==> config.mk <==
export PLATFORM = sky130hd
export DESIGN_NAME = universal_shift_register
export DESIGN_NICKNAME = d
export VERILOG_FILES = /design/src/rtl/usr_pkg.sv /design/src/rtl/shift_bit_counter.sv /design/src/rtl/universal_shift_register.sv
export SDC_FILE = /design/constraint.sdc
export NUM_CORES = 1
export LEC_CHECK = 0
export BUFFER_PORTS_ARGS = -buffer_cell sky130_fd_sc_hd__clkbuf_2
export CAP_MARGIN = 15
export CORE_MARGIN = 1.5
export CORE_UTILIZATION = 30
export CTS_CLUSTER_SIZE = 8
export DETAILED_ROUTE_END_ITERATION = 7
export PLACE_DENSITY = 0.6
export SETUP_SLACK_MARGIN = 0.2
export SYNTH_ARGS = -nofsm -noshare
export SYNTH_HDL_FRONTEND = slang
export SYNTH_SLANG_ARGS = --single-unit
==> constraint.sdc <==
create_clock -name clock -period 1.6 [get_ports clock]
set_clock_uncertainty 0.1 [all_clocks]
set_input_delay 0.32 -clock clock [delete_from_list [all_inputs] [get_ports clock]]
set_output_delay 0.32 -clock clock [all_outputs]
set_load 0.03 [all_outputs]
==> src/rtl/usr_pkg.sv <==
// Shared definitions for the universal shift register: operation encodings
// used by the RTL and the testbench alike.
package usr_pkg;

  typedef enum logic [2:0] {
    MODE_HOLD  = 3'b000,
    MODE_SHL   = 3'b001,
    MODE_SHR   = 3'b010,
    MODE_ROL   = 3'b011,
    MODE_ROR   = 3'b100,
    MODE_ASR   = 3'b101,
    MODE_LOAD  = 3'b110,
    MODE_CLEAR = 3'b111
  } mode_t;

endpackage

==> src/rtl/shift_bit_counter.sv <==
// Counts serial shifts and emits a registered one-cycle pulse each time
// WIDTH counted shifts have completed.
module shift_bit_counter #(
  parameter int WIDTH = 4,
  parameter int CNT_W = $clog2(WIDTH + 1)
) (
  input  logic clock,
  input  logic reset,
  input  logic count_en,
  input  logic clear,
  output logic frame_done
);

  localparam logic [CNT_W-1:0] LAST = CNT_W'(WIDTH - 1);

  logic [CNT_W-1:0] count;

  // The pulse defaults low every cycle, so it can only last one cycle.
  always_ff @(posedge clock) begin
    if (reset) begin
      count      <= '0;
      frame_done <= 1'b0;
    end else begin
      frame_done <= 1'b0;
      if (clear) begin
        count <= '0;
      end else if (count_en) begin
        if (count == LAST) begin
          count      <= '0;
          frame_done <= 1'b1;
        end else begin
          count <= count + CNT_W'(1);
        end
      end
    end
  end

endmodule

==> src/rtl/universal_shift_register.sv <==
// WIDTH-bit universal shift register: shifts, rotates, arithmetic shift,
// parallel load and clear, with a frame counter over serial shifts.
module universal_shift_register
  import usr_pkg::*;
#(
  parameter int WIDTH = 4,
  parameter int CNT_W = $clog2(WIDTH + 1)
) (
  input  logic             clock,
  input  logic             reset,
  input  logic             enable,
  input  logic [2:0]       mode,
  input  logic             serial_in,
  input  logic [WIDTH-1:0] parallel_in,
  output logic [WIDTH-1:0] Q,
  output logic             serial_out,
  output logic             frame_done
);

  logic count_en;
  logic clear_cnt;

  // Only true serial shifts advance the frame; load and clear restart it.
  always_comb begin
    count_en  = enable && ((mode == MODE_SHL) || (mode == MODE_SHR));
    clear_cnt = enable && ((mode == MODE_LOAD) || (mode == MODE_CLEAR));
  end

  always_ff @(posedge clock) begin
    if (reset) begin
      Q          <= '0;
      serial_out <= 1'b0;
    end else if (enable) begin
      case (mode)
        MODE_SHL: begin
          Q          <= {Q[WIDTH-2:0], serial_in};
          serial_out <= Q[WIDTH-1];
        end
        MODE_SHR: begin
          Q          <= {serial_in, Q[WIDTH-1:1]};
          serial_out <= Q[0];
        end
        MODE_ROL: begin
          Q          <= {Q[WIDTH-2:0], Q[WIDTH-1]};
          serial_out <= Q[WIDTH-1];
        end
        MODE_ROR: begin
          Q          <= {Q[0], Q[WIDTH-1:1]};
          serial_out <= Q[0];
        end
        MODE_ASR: begin
          Q          <= {Q[WIDTH-1], Q[WIDTH-1:1]};
          serial_out <= Q[0];
        end
        MODE_LOAD:  Q <= parallel_in;
        MODE_CLEAR: Q <= '0;
        default: ;
      endcase
    end
  end

  shift_bit_counter #(
    .WIDTH(WIDTH),
    .CNT_W(CNT_W)
  ) u_counter (
    .clock     (clock),
    .reset     (reset),
    .count_en  (count_en),
    .clear     (clear_cnt),
    .frame_done(frame_done)
  );

endmodule

==> results.txt <==
* Vertical die dimension: 49.4 µm
- After synthesis, the share of flip-flops with an asynchronous set or reset is 0%.
- Overall track demand over capacity in global routing: 13.0%
- Critical Path End: Q[3]
* Area share of the largest cell type after synthesis: 27.9%
* Cell taking the most area after synthesis: sky130_fd_sc_hd__dfxtp_1
- At the pin with the least slew margin, the transition time is 0.355 ns.
- On the critical path the largest part of the delay comes from flip-flops.
* Cell area after synthesis: 647 µm²
* Delay of the slowest critical-path stage: 0.42 ns
* Largest net degree at the start of global routing: 19
- For the worst setup path, the data arrival time is 0.94 ns.
- The congestion estimate from routability-driven global placement came to 0.831.
* Critical path origin: Q[3]
- Cell types with the highest counts after synthesis: 9 x sky130_fd_sc_hd__dfxtp_1, 8 x sky130_fd_sc_hd__nand2_1
- In this run, synthesis produced a sequential element count of 9.
- Final count of negative-setup-slack endpoints: 0
* Areal power density over the cells: 754 mW/mm²
- Fin crit period: 1.36 ns
- Number of violations reported at the end of detailed-routing iteration 0: 14
- Clock latency on the worst-skew pair, taken at its later pin, is 0.27 ns.
* Vias/cell: 5.17
- Via count: 605
- # hold bufs at CTS: 0
- Clock Root Buffer: sky130_fd_sc_hd__clkbuf_4
- Worst relative slew slack: 76.3%
- Max-cap violations: 0
- Setup Buffers After CTS: 0
* Detailed Routing Iterations Pass 1: 2
* Max rail drop VDD: 0.471 mV
* Area contributors post-synth: sky130_fd_sc_hd__dfxtp_1 28%, sky130_fd_sc_hd__nand2_1 4.6%, sky130_fd_sc_hd__xor2_1 4.1%
- Share of layout cells above drive strength 1: 30.0%
* Critical Path Stages: 1
- In the detailed route, the total length drawn on met3 is 71 µm.
- STA classifies the critical path startpoint as a flop.
- Highest signal layer in the routed design: met3
- Crit Path Max Fanout: 5
- The flow ran to the end, and the final reports show no timing, DRC or antenna violations.
- Number of port buffers: 16
* Average size of a mapped cell: 8.62 µm²
- Largest buffer count on any clock path: 2
* HPWL reported at the end of detailed placement: 1.01 mm
* Number of slew-limit violations in the final report: 0
- Avg WL per Cell: 12.0 µm
* Vias in the first global route: 522
* Final-layout setup total negative slack: 0 ns
* EDFF count, synth: 0
- The detail route stage leaves a number of antenna-violating nets equal to 0.
- Setup repair after global routing left no endpoint under its margin.
- In this run the number of H-tree levels came out at 1.
- At the worst endpoint, the required time is 1.18 ns.
- Die extent in x: 49.4 µm
- The final count of hold timing violations came to 0.
- Post-synthesis sequential area ratio: 27.9%
- The worst register-to-register path has a depth of 3.
- Most repeated cell in the gate-level netlist after synthesis: sky130_fd_sc_hd__dfxtp_1
- Summed over all layers, the global routing overflow is 0.
- Fill cells in the final layout number 228.
- Count of warnings emitted by yosys: 0
- Setup slack of the worst register-to-register path: 0.39 ns
* TritonCTS clock tree: done
* Number of unique standard cell types used by synthesis: 41
- In this run the critical register-to-register path is captured at Q[3].
- Synthesis produced a netlist with a net count of 87.
* Highest-delay cell along the critical path: sky130_fd_sc_hd__dfxtp_1
- Final clock period utilization by the worst path: 84.9%
- Together, buffers and inverters on the worst path number 1.
- The clock drives 9 sinks.
* Number of clock buffers inserted by TritonCTS: 3
- The worst setup path is captured at an output port.
- Resize count post-CTS: 0
- CP Class: flop to output port
- First-pass GRT wire length: 2.37 mm
* Number of DRC violations after detailed routing: 0
- Post-synthesis instance total: 75
- After detailed routing, the met2 layer carries 641 µm of wire.
- 17 I/O pins were placed.
- Worst flop-to-flop path startpoint: Q[0]
* Post-CTS clock slew at the launch and capture registers of the worst setup and hold paths: 0.07 ns
- Routed met1 length: 693 µm
- Area overhead of the layout relative to synthesis: 16.2%
- For this design the static power due to leakage is 0.309 nW.
- Traced cell by cell, the critical path runs through clkbuf_2.
- Max Clk Rate: 736 MHz
* Initial standard-cell utilization of the core: 32.3%
- Hold Worst Slack: 0.209 ns
- Top flip-flop cell by instance count after synthesis: sky130_fd_sc_hd__dfxtp_1
* Number of nets in the finished design: 103
* ANT cells: 0
- Number of antenna violations at the first check in global routing: 0
* Wirelength, routed: 1.41 mm
- Worst Hold Class: primary input to flop
* Placeable core region: 0.00200 mm²
- After floorplanning, the core was divided into 16 placement rows.
* DIE AREA: 0.00244 mm²
power breakdown:
part           total, W  switching, W  internal [W]
Sequential     0.000247     0.0000124      0.000235
Clock          0.000185     0.0000885     0.0000964
Combinational  0.000135     0.0000778     0.0000567
Total          0.000567      0.000179      0.000388
area by class of cell:
type	count	area (µm²)	area share (%)
Tap cell	27	33.8	4.49
Sequential cell	9	180	24.0
Clock buffer	4	26.3	3.49
Timing Repair Buffer	18	95.1	12.6
Inverter	2	7.51	0.998
Multi-Input combinational cell	57	409	54.4
registers in the layout, indices dropped and copies added (netlist names):
| signal | cells |
|---|---|
| serial_out | 1 |
| Q | 4 |
| u_counter.count | 3 |
| u_counter.frame_done | 1 |
layer usage:
metal | track usage, % | vias to the layer above
met3 | 6.44 | 0
met2 | 19.4 | 14
met4 | 4.17 | 0
met1 | 16.3 | 279
li1 | - | 312
met5 | 0 | -
layout by cell type (no fill, tap or decap), types with 2 or more instances in the layout:
cell type and instances:
sky130_fd_sc_hd__clkbuf_2 16, sky130_fd_sc_hd__dfxtp_1 9, sky130_fd_sc_hd__nand2_1 8, sky130_fd_sc_hd__a21boi_0 3, sky130_fd_sc_hd__xor2_1 3, sky130_fd_sc_hd__a31oi_1 3
sky130_fd_sc_hd__o21ai_0 3, sky130_fd_sc_hd__clkbuf_4 3, sky130_fd_sc_hd__inv_1 2, sky130_fd_sc_hd__nor2b_1 2, sky130_fd_sc_hd__and3b_1 2, sky130_fd_sc_hd__nand2b_1 2
sky130_fd_sc_hd__a311oi_1 2, sky130_fd_sc_hd__a21o_2 2, sky130_fd_sc_hd__o21bai_1 2, sky130_fd_sc_hd__a41oi_1 2, sky130_fd_sc_hd__nor2_1 2, sky130_fd_sc_hd__buf_4 2
worst min path at each step:
stage | start | end | slack (ns) | depth (start not counted)
2_1_floorplan | u_counter.count[2] | u_counter.count[2] | 0.31 | 2
3_3_place_gp | u_counter.count[2] | u_counter.count[2] | 0.32 | 2
3_5_place_dp | u_counter.count[2] | u_counter.count[2] | 0.33 | 2
4_1_cts | parallel_in[0] | Q[0] | 0.20 | 3
5_1_grt | parallel_in[0] | Q[0] | 0.22 | 3
6_report | parallel_in[0] | Q[0] | 0.21 | 3
logic make-up (layout without fill, tap and decap cells):
group	count (synthesis)	in the layout	synth area share, %
multiplexers	1	1	1.55
adder cells (fa/ha/maj)	1	1	1.93
buffers and inverters	9	24	8.90
AO/OA/AOI/OAI	28	28	33.7
AND/OR/NAND/NOR	24	24	22.1
flip-flops	9	9	27.9
XOR/XNOR	3	3	4.06
stage by stage:
step	cell area [µm²]	util [%]	setup WS (ns)	std cells	power [W]
after floorplan	647	-	0.276	75	0.000354
after global placement	726	36.3	0.110	113	0.000385
after detailed placement	726	36.3	0.0747	113	0.000386
after CTS	752	37.6	0.239	117	0.000571
after global routing	752	37.6	0.204	117	0.000604
final	752	37.6	0.242	117	0.000567
Note: power is estimated with default switching activity, not from simulation.
